$ cat src/rtl/idct8_seq.sv
// idct8_seq: sequential 8-point 1-D inverse DCT.
// Loads eight Q(15-FRAC).FRAC coefficients, reconstructs eight signed 8-bit
// samples with one time-multiplexed MAC and a Q1.14 cosine ROM, then streams
// them out under a valid/ready handshake.
module idct8_seq #(
  parameter int FRAC = 4
) (
  input  logic               clk,
  input  logic               rst_n,
  input  logic               in_valid,
  output logic               in_ready,
  input  logic signed [15:0] in_data,
  output logic               out_valid,
  input  logic               out_ready,
  output logic signed [7:0]  out_data,
  output logic               out_last,
  output logic               busy
);

  localparam logic signed [35:0] RND = 36'sd1 <<< (13 + FRAC);

  typedef enum logic [1:0] {
    S_LOAD = 2'd0,
    S_CALC = 2'd1,
    S_OUT  = 2'd2
  } state_t;

  state_t r_state;
  state_t w_state_nxt;

  logic [2:0]         r_kcnt;
  logic [5:0]         r_nk;
  logic [2:0]         r_ncnt;
  logic signed [35:0] r_acc_p0;
  logic signed [15:0] r_coef [8];
  logic signed [7:0]  r_obuf [8];

  logic [2:0]         w_k;
  logic [2:0]         w_n;
  logic signed [15:0] w_rom;
  logic signed [31:0] w_prod;
  logic signed [35:0] w_sum;

  // Cosine ROM: 8192*cos(m*pi/16) folded from the first quadrant, with the
  // DC column scaled by 1/sqrt(2). m = (2n+1)k taken modulo 32.
  function automatic logic signed [15:0] cos_rom(input logic [2:0] n,
                                                 input logic [2:0] k);
    logic [4:0]         m;
    logic [4:0]         idx;
    logic               neg;
    logic signed [15:0] mag;
    m   = {1'b0, n, 1'b1} * {2'b00, k};
    idx = m;
    neg = 1'b0;
    if (m > 5'd24) begin
      idx = 5'd0 - m;
    end else if (m > 5'd16) begin
      idx = m - 5'd16;
      neg = 1'b1;
    end else if (m > 5'd8) begin
      idx = 5'd16 - m;
      neg = 1'b1;
    end
    case (idx)
      5'd0:    mag = 16'sd8192;
      5'd1:    mag = 16'sd8035;
      5'd2:    mag = 16'sd7568;
      5'd3:    mag = 16'sd6811;
      5'd4:    mag = 16'sd5793;
      5'd5:    mag = 16'sd4551;
      5'd6:    mag = 16'sd3135;
      5'd7:    mag = 16'sd1598;
      default: mag = 16'sd0;
    endcase
    if (k == 3'd0) begin
      mag = 16'sd5793;
      neg = 1'b0;
    end
    return neg ? -mag : mag;
  endfunction

  // Round half up at the Q1.14 x Q.FRAC binary point, then clamp to int8.
  function automatic logic signed [7:0] round_sat(input logic signed [35:0] a);
    logic signed [35:0] r;
    r = (a + RND) >>> (14 + FRAC);
    if (r > 36'sd127) begin
      return 8'sd127;
    end else if (r < -36'sd128) begin
      return -8'sd128;
    end
    return 8'(r);
  endfunction

  assign w_k    = r_nk[2:0];
  assign w_n    = r_nk[5:3];
  assign w_rom  = cos_rom(w_n, w_k);
  assign w_prod = 32'(r_coef[w_k]) * 32'(w_rom);
  assign w_sum  = r_acc_p0 + 36'(w_prod);

  // State register.
  always_ff @(posedge clk) begin
    if (!rst_n) begin
      r_state <= S_LOAD;
    end else begin
      r_state <= w_state_nxt;
    end
  end

  // Next-state decode and handshake outputs, all derived from state.
  always_comb begin
    w_state_nxt = r_state;
    in_ready    = 1'b0;
    out_valid   = 1'b0;
    out_data    = 8'sd0;
    out_last    = 1'b0;
    busy        = 1'b0;
    case (r_state)
      S_LOAD: begin
        in_ready = 1'b1;
        if (in_valid && (r_kcnt == 3'd7)) w_state_nxt = S_CALC;
      end
      S_CALC: begin
        busy = 1'b1;
        if (r_nk == 6'd63) w_state_nxt = S_OUT;
      end
      S_OUT: begin
        busy      = 1'b1;
        out_valid = 1'b1;
        out_data  = r_obuf[r_ncnt];
        out_last  = (r_ncnt == 3'd7);
        if (out_ready && (r_ncnt == 3'd7)) w_state_nxt = S_LOAD;
      end
      default: w_state_nxt = S_LOAD;
    endcase
  end

  // Control counters and accumulator; all wrap naturally back to zero.
  always_ff @(posedge clk) begin
    if (!rst_n) begin
      r_kcnt   <= 3'd0;
      r_nk     <= 6'd0;
      r_ncnt   <= 3'd0;
      r_acc_p0 <= 36'sd0;
    end else begin
      case (r_state)
        S_LOAD: if (in_valid) r_kcnt <= r_kcnt + 3'd1;
        S_CALC: begin
          r_nk     <= r_nk + 6'd1;
          r_acc_p0 <= (w_k == 3'd7) ? 36'sd0 : w_sum;
        end
        S_OUT:  if (out_ready) r_ncnt <= r_ncnt + 3'd1;
        default: ;
      endcase
    end
  end

  // Stage p0 -> storage: coefficient capture and finished-sample write-back.
  always_ff @(posedge clk) begin
    if ((r_state == S_LOAD) && in_valid) begin
      r_coef[r_kcnt] <= in_data;
    end
    if ((r_state == S_CALC) && (w_k == 3'd7)) begin
      r_obuf[w_n] <= round_sat(w_sum);
    end
  end

endmodule

$ cat config.mk
export PLATFORM = sky130hd
export DESIGN_NAME = idct8_seq
export DESIGN_NICKNAME = d
export VERILOG_FILES = /design/src/rtl/idct8_seq.sv
export SDC_FILE = /design/constraint.sdc
export NUM_CORES = 1
export LEC_CHECK = 0
export BUFFER_PORTS_ARGS = -buffer_cell sky130_fd_sc_hd__buf_2
export CAP_MARGIN = 20
export CORE_MARGIN = 5
export CORE_UTILIZATION = 45
export DETAILED_ROUTE_END_ITERATION = 7
export GPL_ROUTABILITY_DRIVEN = 1
export PLACE_DENSITY = 0.61
export REMOVE_ABC_BUFFERS = 1
export SYNTH_ARGS = -nofsm -noshare
export SYNTH_HDL_FRONTEND = slang
export SYNTH_SLANG_ARGS = --single-unit
$ cat constraint.sdc
create_clock -name clk -period 13 [get_ports clk]
set_input_delay 0.65 -clock clk [delete_from_list [all_inputs] [get_ports clk]]
set_output_delay 0.65 -clock clk [all_outputs]
set_load 0.005 [all_outputs]
==> results of run 1 <==
==> path summary, 6_finish.rpt <==
path	from	cells past startpoint	slack [ps]	to
min reg2reg	r_ncnt[1]	2	500	r_ncnt[1]
max reg2reg	r_nk[2]	42	650	r_obuf[3][0]
max	r_nk[2]	42	650	r_obuf[3][0]
min	in_data[4]	1	340	r_coef[3][4]
==> through the flow <==
| stage | setup WS, ps | hold slack, ps | instances | utilization (%) | cell area [µm²] |
|---|---|---|---|---|---|
| after detailed placement | 299 | 495 | 2854 | 47.5 | 24300 |
| after global placement | 429 | 486 | 2853 | 47.5 | 24200 |
| final | 652 | 335 | 2911 | 49.5 | 25300 |
| after global routing | -9.91 | 323 | 2911 | 49.5 | 25300 |
| after CTS | 260 | 310 | 2906 | 49.2 | 25100 |
| after floorplan | 172 | 459 | 2086 | - | 22800 |
==> metal layers <==
| layer | vias up | wire length, µm | track usage (%) |
|---|---|---|---|
| li1 | 7094 | - | - |
| met3 | 58 | 2930 | 2.43 |
| met1 | 8029 | 24100 | 27.7 |
| met4 | 2 | 894 | 3.66 |
| met2 | 390 | 28600 | 36.6 |
| met5 | - | 13 | 0 |
==> repair_timing <==
action                                 in CTS  in global routing
setup endpoints to repair                   0                 56
endpoints found under the hold margin       0                  0
buffers inserted                            0                  3
gates resized for setup                     0                 18
==> kinds of logic (layout without fill, tap and decap cells) <==
kind of cell             Yosys count  in the layout  share of synthesized area (%)
buffers and inverters            507            580                           8.28
flip-flops                       248            248                           29.8
AND/OR/NAND/NOR                  573            573                           11.6
adder cells (fa/ha/maj)          441            441                           34.3
XOR/XNOR                          67             67                           2.60
AO/OA/AOI/OAI                    228            228                           6.69
multiplexers                      94             94                           6.75
==> cell usage after synthesis (16+ instances only) <==
| library cell | instances |
|---|---|
| nand2b_1 | 26 |
| nand3_1 | 19 |
| nor3_1 | 16 |
| nor2b_1 | 50 |
| and2_1 | 47 |
| mux4_2 | 48 |
| nor2_1 | 185 |
| xor2_1 | 24 |
| clkbuf_1 | 55 |
| mux2i_1 | 33 |
| inv_1 | 435 |
| a21oi_1 | 45 |
| o22ai_1 | 25 |
| dfxtp_1 | 56 |
| fa_1 | 318 |
| nand2_1 | 176 |
| o21ai_0 | 35 |
| edfxtp_1 | 192 |
| xnor2_1 | 42 |
| ha_1 | 123 |
==> state kept, by name (all words and copies together) (netlist names), named ones only <==
name,count
r_acc_p0,36
r_ncnt,3
r_coef,128
r_obuf,64
r_kcnt,3
r_nk,6
r_state,2
==> cell type report <==
class                   instances  area share, %
clock inverters                21          0.718
inverters                     435           6.46
multi-input cells            1403           56.8
flip-flops and latches        248           27.3
repair buffers                 93           2.56
clock buffers                  31           2.82
well taps                     680           3.37
==> impl_results.md, run 1 <==
* Status: completed
* # diodes at 0
* Final ANT Viol Nets at 0
* Dominant cell type by area after synthesis: fa_1
* Worst Skew at 50.3 ps
* Crit-path slowest cell: or4_1
* Final Max Tran Viols at 0
* Crit path buffers/inverters at 9
* GR Overflow Total at 0
* CTS clk-pin slew, worst paths at around 60 ps
* Clock period minus worst slack at around 12000 ps
* I/O pins at 32
* Crit path required time at around 13000 ps
* Max Fanout on Critical Path at 16
* Initial DRC Count at between 1000 and 1500
* RSZ-0062 raised after global routing: yes
* Largest net degree at the start of global routing at 53
* Number of synthesized flops with an enable pin at between 150 and 200
* FFs w/ async S/R, synth at 0%
* Total wire length at ~57000 µm
* Crit path max-delay family: adder cells
* First-pass GRT wire length at roughly 92000 µm
* Cts hold-fix bufs at 0
* CTS Buffer Depth at 3
* Vias in the first global route at about 17000
* Multi-input logic area at about 0.014 mm²
* Die H at ~240 µm
* Initial Utilization at 45.2%
* DRC viols at 0
* Post-Syn Area at approximately 0.023 mm²
* Arrival time worst endpoint at ~13000 ps
* Core Area at about 0.051 mm²
* Most common flop cell mapped by yosys: edfxtp_1
* Area delta synth->final at 9.54%
* Register area at between 0.006 and 0.007 mm²
* CTS tree: yes
* Wire per inst at slightly below 20 µm
* Later-pin clock latency in the skew report at roughly 590 ps
* Hpwl dp at 44400 µm
* Die area at about 0.056 mm²
* Dominant cells by area after synthesis: fa_1 (28%), edfxtp_1 (25%), inv_1 (7.1%), ha_1 (6.7%), dfxtp_1 (4.9%)
* Final Setup Violations at 0
* Sum Neg Setup Slack at 0 ps
* Routed vias at ~16000
* Count of input and output buffers at 31
* Top cell by count, worst path: fa_1
* Fillers at roughly 4600
* Clk root buf: clkbuf_16
* Initial antenna violation count at 1
* Max Clk Rate at between 80 and 90 MHz
* Syn Inst Count at between 2000 and 2500
* Slew HR at 23.9%
* Num CTS Buffers at 28
* Register area share after synthesis at a little under 30%
* Clk sinks at 248
* Mean area per synthesized cell at about 11 µm²
* Leading cell type in the layout, fill and taps excluded: inv_1
* Tot GR Track Use at 20.6%
* Critical Path Max Stage Delay at between 500 and 600 ps
* Worst Max-Slew Pin Slew at between 1000 and 1500 ps
* Via/cell ratio at 5.35
* Distinct cells, synth at 78
* Most frequent cells in the layout: inv_1 (435), fa_1 (318), edfxtp_1 (192)
* Yosys top cell area share at 27.6%
* Final hold vios at 0
* Crit Path Class: reg -> reg
* Critical path capture point type: flop
* Post-synthesis register bit count at between 200 and 250
* Period Utilization, post-route at a little over nine tenths
* Layout cells sized above 1 at a little over a tenth
* Placement Rows at 83
* CTS H-tree lvls at 1
* GP Congestion at a little over 0.9
* Max-cap violations at 0
* CP Launch Type: flop
* Final Net Count at 2670
* Die Span X at ~240 µm
* Syn. warnings at 0
* HP Class: in -> reg
* Pre-antenna DRT Iters at 5
Power of run 1 is not shown: default switching activity piles up to over one toggle a cycle in this logic, so the estimate is an artifact.
==> run 2, diff against run 1 <==
ABC_AREA = 1   (was not set)
==> impl_results.md, run 2 <==
* Syn. warnings at 0
* Area delta synth->final at 7.79%
* Max Clk Rate at roughly 84 MHz
* Final hold vios at 0
* Worst Max-Slew Pin Slew at 1130 ps
* Yosys top cell area share at about a quarter
* Total wire length at about 63000 µm
* Sum Neg Setup Slack at 0 ps
* Largest net degree at the start of global routing at between 60 and 70
* # diodes at 0
* Post-synth top cells: nand2_1 (683), inv_1 (601), fa_1 (318)
* Max layer used: met4
* Most frequent cells in the layout: nand2_1 (683), inv_1 (601), fa_1 (318)
* Status: completed
* Worst reg-to-reg path cell count at 57
* Largest register FFs at between 100 and 150
* Post-synthesis register bit count at 248
* Fillers at ~5000
* Clk sinks at about 250
* R2R setup slack at around 1100 ps
* Dominant cells by area after synthesis: fa_1 (27%), edfxtp_1 (24%), nand2_1 (11%), inv_1 (9.4%), ha_1 (6.4%)
* Final Net Count at 3308
* Crit path required time at approximately 13000 ps
* Core Area at ~0.053 mm²
* Via/cell ratio at approximately 5.1
* Crit Path Class: reg -> reg
* Setup bufs post-CTS at 0
* Cts repair resizes at 0
* Tot GR Track Use at 22.1%
* I/O pins at 32
* Most common flop cell mapped by yosys: edfxtp_1
* Layout cells sized above 1 at 6.83%
* Num CTS Buffers at 29
* CTS Buffer Depth at 3
* Worst Skew at between 30 and 40 ps
* Cts hold-fix bufs at 0
* Arrival time worst endpoint at 12220 ps
* Register area share after synthesis at 28.7%
* HP Class: in -> reg
* Max Fanout on Critical Path at 17
* DRC viols at 0
* Crit-path slowest cell: fa_1
* Die H at around 240 µm
* Critical path capture point type: flop
* Final ANT Viol Nets at 0
* Final Max Tran Viols at 0
* Metal2 WL at 30100 µm
* Number of synthesized flops with an enable pin at 192
* WHS Path Cells at 1
* Slew HR at about a quarter
* Distinct cells, synth at between 40 and 50
* Clock period minus worst slack at about 12000 ps
* RSZ-0062 raised after global routing: no
* Initial Utilization at 45.6%
* Max-cap violations at 0
* Hpwl dp at between 40000 and 50000 µm
* Initial antenna violation count at 0
* Met3 WL at 3530 µm
* Final Setup Violations at 0
* Later-pin clock latency in the skew report at approximately 580 ps
* Count of input and output buffers at 31
* GR Overflow Total at 0
* Die Span X at 241 µm
* CTS H-tree lvls at 1
* First-pass GRT wire length at 101000 µm
* Reg with most FFs: r_coef
* Post-Syn Area at approximately 0.024 mm²
* Routed vias at 18300
* Critical Path Max Stage Delay at roughly 560 ps
* Biggest regs: r_coef (128), r_obuf (64), r_acc_p0 (36)
* Mean area per synthesized cell at between 8 and 9 µm²
* Pre-antenna DRT Iters at 7
* CTS clk-pin slew, worst paths at about 60 ps
* Top cell by count, worst path: nand2_1
* Met1 Wirelength at between 20000 and 30000 µm
* FFs w/ async S/R, synth at 0%
* Clk root buf: clkbuf_16
* Cell with the most instances after synthesis: nand2_1
* Syn Inst Count at around 2800
* CTS tree: yes
* Period Utilization, post-route at roughly nine tenths
* GP Congestion at between 0.9 and 1
* Vias in the first global route at approximately 19000
* Die area at approximately 0.058 mm²
* CP Launch Type: flop
* Wire per inst at between 15 and 20 µm
* Leading cell type in the layout, fill and taps excluded: nand2_1
* Dominant cell type by area after synthesis: fa_1
* Initial DRC Count at 1223
* Placement Rows at 84
[run 2: changes by cell type after synthesis, moves of 48 or more]
cell and change:
nand2_1 +507, inv_1 +166, nor2_1 +103, nand3_1 +77, a21oi_1 +59, nor2b_1 -50
mux4_2 -48
[run 2: per-stage QoR]
stage               std cells  hold WS, ps  utilization [%]  instance area (µm²)  setup WS, ps
floorplan                2761          450                -                23700          2770
global placement         3503          456             47.3                24900          1150
detailed placement       3503          465             47.3                24900           934
CTS                      3555          328             49.1                25800           917
global route             3556          347             49.1                25900           231
finish                   3556          360             49.1                25900          1050
[run 2: worst paths after layout]
kind                     from            to
hold / removal     in_data[6]  r_coef[3][6]
setup / recovery      r_nk[0]  r_obuf[0][3]
hold reg to reg   r_acc_p0[0]   r_acc_p0[0]
setup reg to reg      r_nk[0]  r_obuf[0][3]
[run 2: logic make-up after synthesis]
| kind of cell | Yosys count | synth area share [%] |
|---|---|---|
| XOR/XNOR | 19 | 0.756 |
| AND/OR/NAND/NOR | 1180 | 20.5 |
| flip-flops | 248 | 28.7 |
| AO/OA/AOI/OAI | 243 | 6.00 |
| buffers and inverters | 696 | 11.1 |
| adder cells (fa/ha/maj) | 441 | 32.9 |
[run 2: layout make-up]
class | count | area (µm²) | area share, %
clock buffers | 37 | 777 | 3.00
clock inverters | 15 | 170 | 0.658
inverters | 630 | 2370 | 9.17
multi-input cells | 1883 | 14400 | 55.8
flip-flops and latches | 248 | 6890 | 26.6
well taps | 688 | 861 | 3.33
repair buffers | 55 | 355 | 1.37
[run 2: worst max-delay path: cells and delay by family (launching register included)]
family | cells | cell delay (ps)
adder cells (fa/ha/maj) | 13 | 5520
AND/OR/NAND/NOR | 33 | 4420
buffers and inverters | 9 | 640
flip-flops | 1 | 490
XOR/XNOR | 1 | 430
AO/OA/AOI/OAI | 1 | 90
[run 2: routing by layer]
| metal | vias up | track usage (%) |
|---|---|---|
| met5 | - | 0 |
| met4 | 0 | 6.34 |
| met3 | 126 | 3.26 |
| met2 | 477 | 37.5 |
| met1 | 9014 | 29.7 |
| li1 | 8684 | - |
Power of run 2 is left out for the same reason.
==> run 3, diff against run 2 <==
PLACE_DENSITY = not set   (was 0.61)
PLACE_DENSITY_LB_ADDON = 0.12   (was not set)
==> impl_results.md, run 3 (synthesis results as in run 2) <==
* Num CTS Buffers at 29
* Count of input and output buffers at 31
* Hold_ws at between 300 and 400 ps
* Largest register FFs at roughly 130
* Clk sinks at ~250
* # diodes at 0
* CTS clk-pin slew, worst paths at ~60 ps
* Vias in the first global route at 19000
* Initial Utilization at a little under half
* Placed Area at 0.0249 mm²
* Max-cap violations at 0
* Tot GR Track Use at between 20% and 30%
* Die area at around 0.058 mm²
* Slew HR at roughly 32%
* Wire per inst at roughly 18 µm
* Final ANT Viol Nets at 0
* Die Span X at 241 µm
* Post-route cell area at approximately 0.026 mm²
* Max Clk Rate at 83.0 MHz
* CTS H-tree lvls at 1
* Layout cells sized above 1 at under 10%
* Crit path required time at between 10000 and 15000 ps
* Status: completed
* Pre-antenna DRT Iters at 6
* Biggest regs: r_coef (128), r_obuf (64), r_acc_p0 (36)
* Max Fanout on Critical Path at 17
* Period Utilization, post-route at 92.7%
* Top cell by count, worst path: nand2_1
* Initial DRC Count at 1129
* Leading cell type in the layout, fill and taps excluded: nand2_1
* CP Launch Type: flop
* Hpwl dp at just over 50000 µm
* CTS tree: yes
* Arrival time worst endpoint at approximately 12000 ps
* Initial antenna violation count at 0
* HP Class: in -> reg
* Worst Skew at around 29 ps
* Largest net degree at the start of global routing at 53
* Critical Path Max Stage Delay at between 700 and 800 ps
* Crit Path Class: reg -> reg
* RSZ-0062 raised after global routing: no
* Core Area at 0.0527 mm²
* I/O pins at 32
* Worst Max-Slew Pin Slew at between 1000 and 1500 ps
* Multi-input logic area at approximately 0.014 mm²
* Later-pin clock latency in the skew report at about 580 ps
* Critical path capture point type: flop
* Die H at 241 µm
* Final Net Count at about 3300
* Routed vias at around 18000
* Clk root buf: clkbuf_16
* Final hold vios at 0
* DRC viols at 0
* Via/cell ratio at just over 5
* GR Overflow Total at 0
* Total wire length at ~64000 µm
* GP Congestion at approximately 0.93
* CTS Buffer Depth at 3
* Register area at approximately 0.007 mm²
* Sum Neg Setup Slack at 0 ps
* Final Max Tran Viols at 0
* Reg with most FFs: r_coef
* Clock period minus worst slack at between 10000 and 15000 ps
* Final Setup Violations at 0
* Area delta synth->final at 8.02%
* Fillers at 5061
* First-pass GRT wire length at between 100000 and 150000 µm
* Crit-path slowest cell: fa_1
* Most frequent cells in the layout: nand2_1 (683), inv_1 (601), fa_1 (318)
* Placement Rows at 84
## run 3: cell types whose count changed in the layout (fill, tap and decap cells not counted), sizes merged
| cell | previous run | this run |
|---|---|---|
| inv | 625 | 629 |
| clkinvlp | 0 | 3 |
| buf | 55 | 54 |
| clkinv | 17 | 16 |
| clkbuf | 37 | 34 |
## run 3: layout make-up
type / instances / share of cell area (%)
clock buffer: 33 / 2.93
clock inverter: 21 / 0.869
inverter: 630 / 9.15
multi-input combinational: 1883 / 55.7
sequential: 248 / 26.6
tap: 688 / 3.32
timing repair buffer: 55 / 1.44
## run 3: through the flow
stage	setup WS, ps	std cells	utilization, %
after floorplan	2770	2761	-
after global placement	1080	3502	47.3
after detailed placement	879	3502	47.3
after CTS	843	3556	49.1
after global routing	173	3558	49.2
final	951	3558	49.2
## run 3: per-layer routing
metal | GRT usage [%] | part of all wire (%)
met1 | 29.6 | 42
met2 | 39.4 | 49
met3 | 3.51 | 6.4
met4 | 5.04 | 2.3
met5 | 0 | 0
## run 3: final timing paths
| kind | to | slack, ps | start | cells past startpoint |
|---|---|---|---|---|
| hold / removal | r_coef[3][9] | 350 | in_data[9] | 1 |
| setup / recovery | r_obuf[7][3] | 950 | r_nk[0] | 53 |
| hold reg to reg | r_acc_p0[1] | 470 | r_acc_p0[1] | 2 |
| setup reg to reg | r_obuf[7][3] | 950 | r_nk[0] | 53 |
## run 3: critical path, delay by kind of cell (launching register included)
kind                     cells  cell delay (ps)
flip-flops                   1              500
buffers and inverters       12             1400
adder cells (fa/ha/maj)     12             5940
AO/OA/AOI/OAI                2              270
AND/OR/NAND/NOR             27             3600
## run 3: timing repair
action / 4_1_cts / 5_1_grt
hold buffers: 0 / 0
setup buffers: 0 / 0
gates resized for setup: 0 / 1
setup endpoints to repair: 0 / 40
Power of run 3 is left out for the same reason.
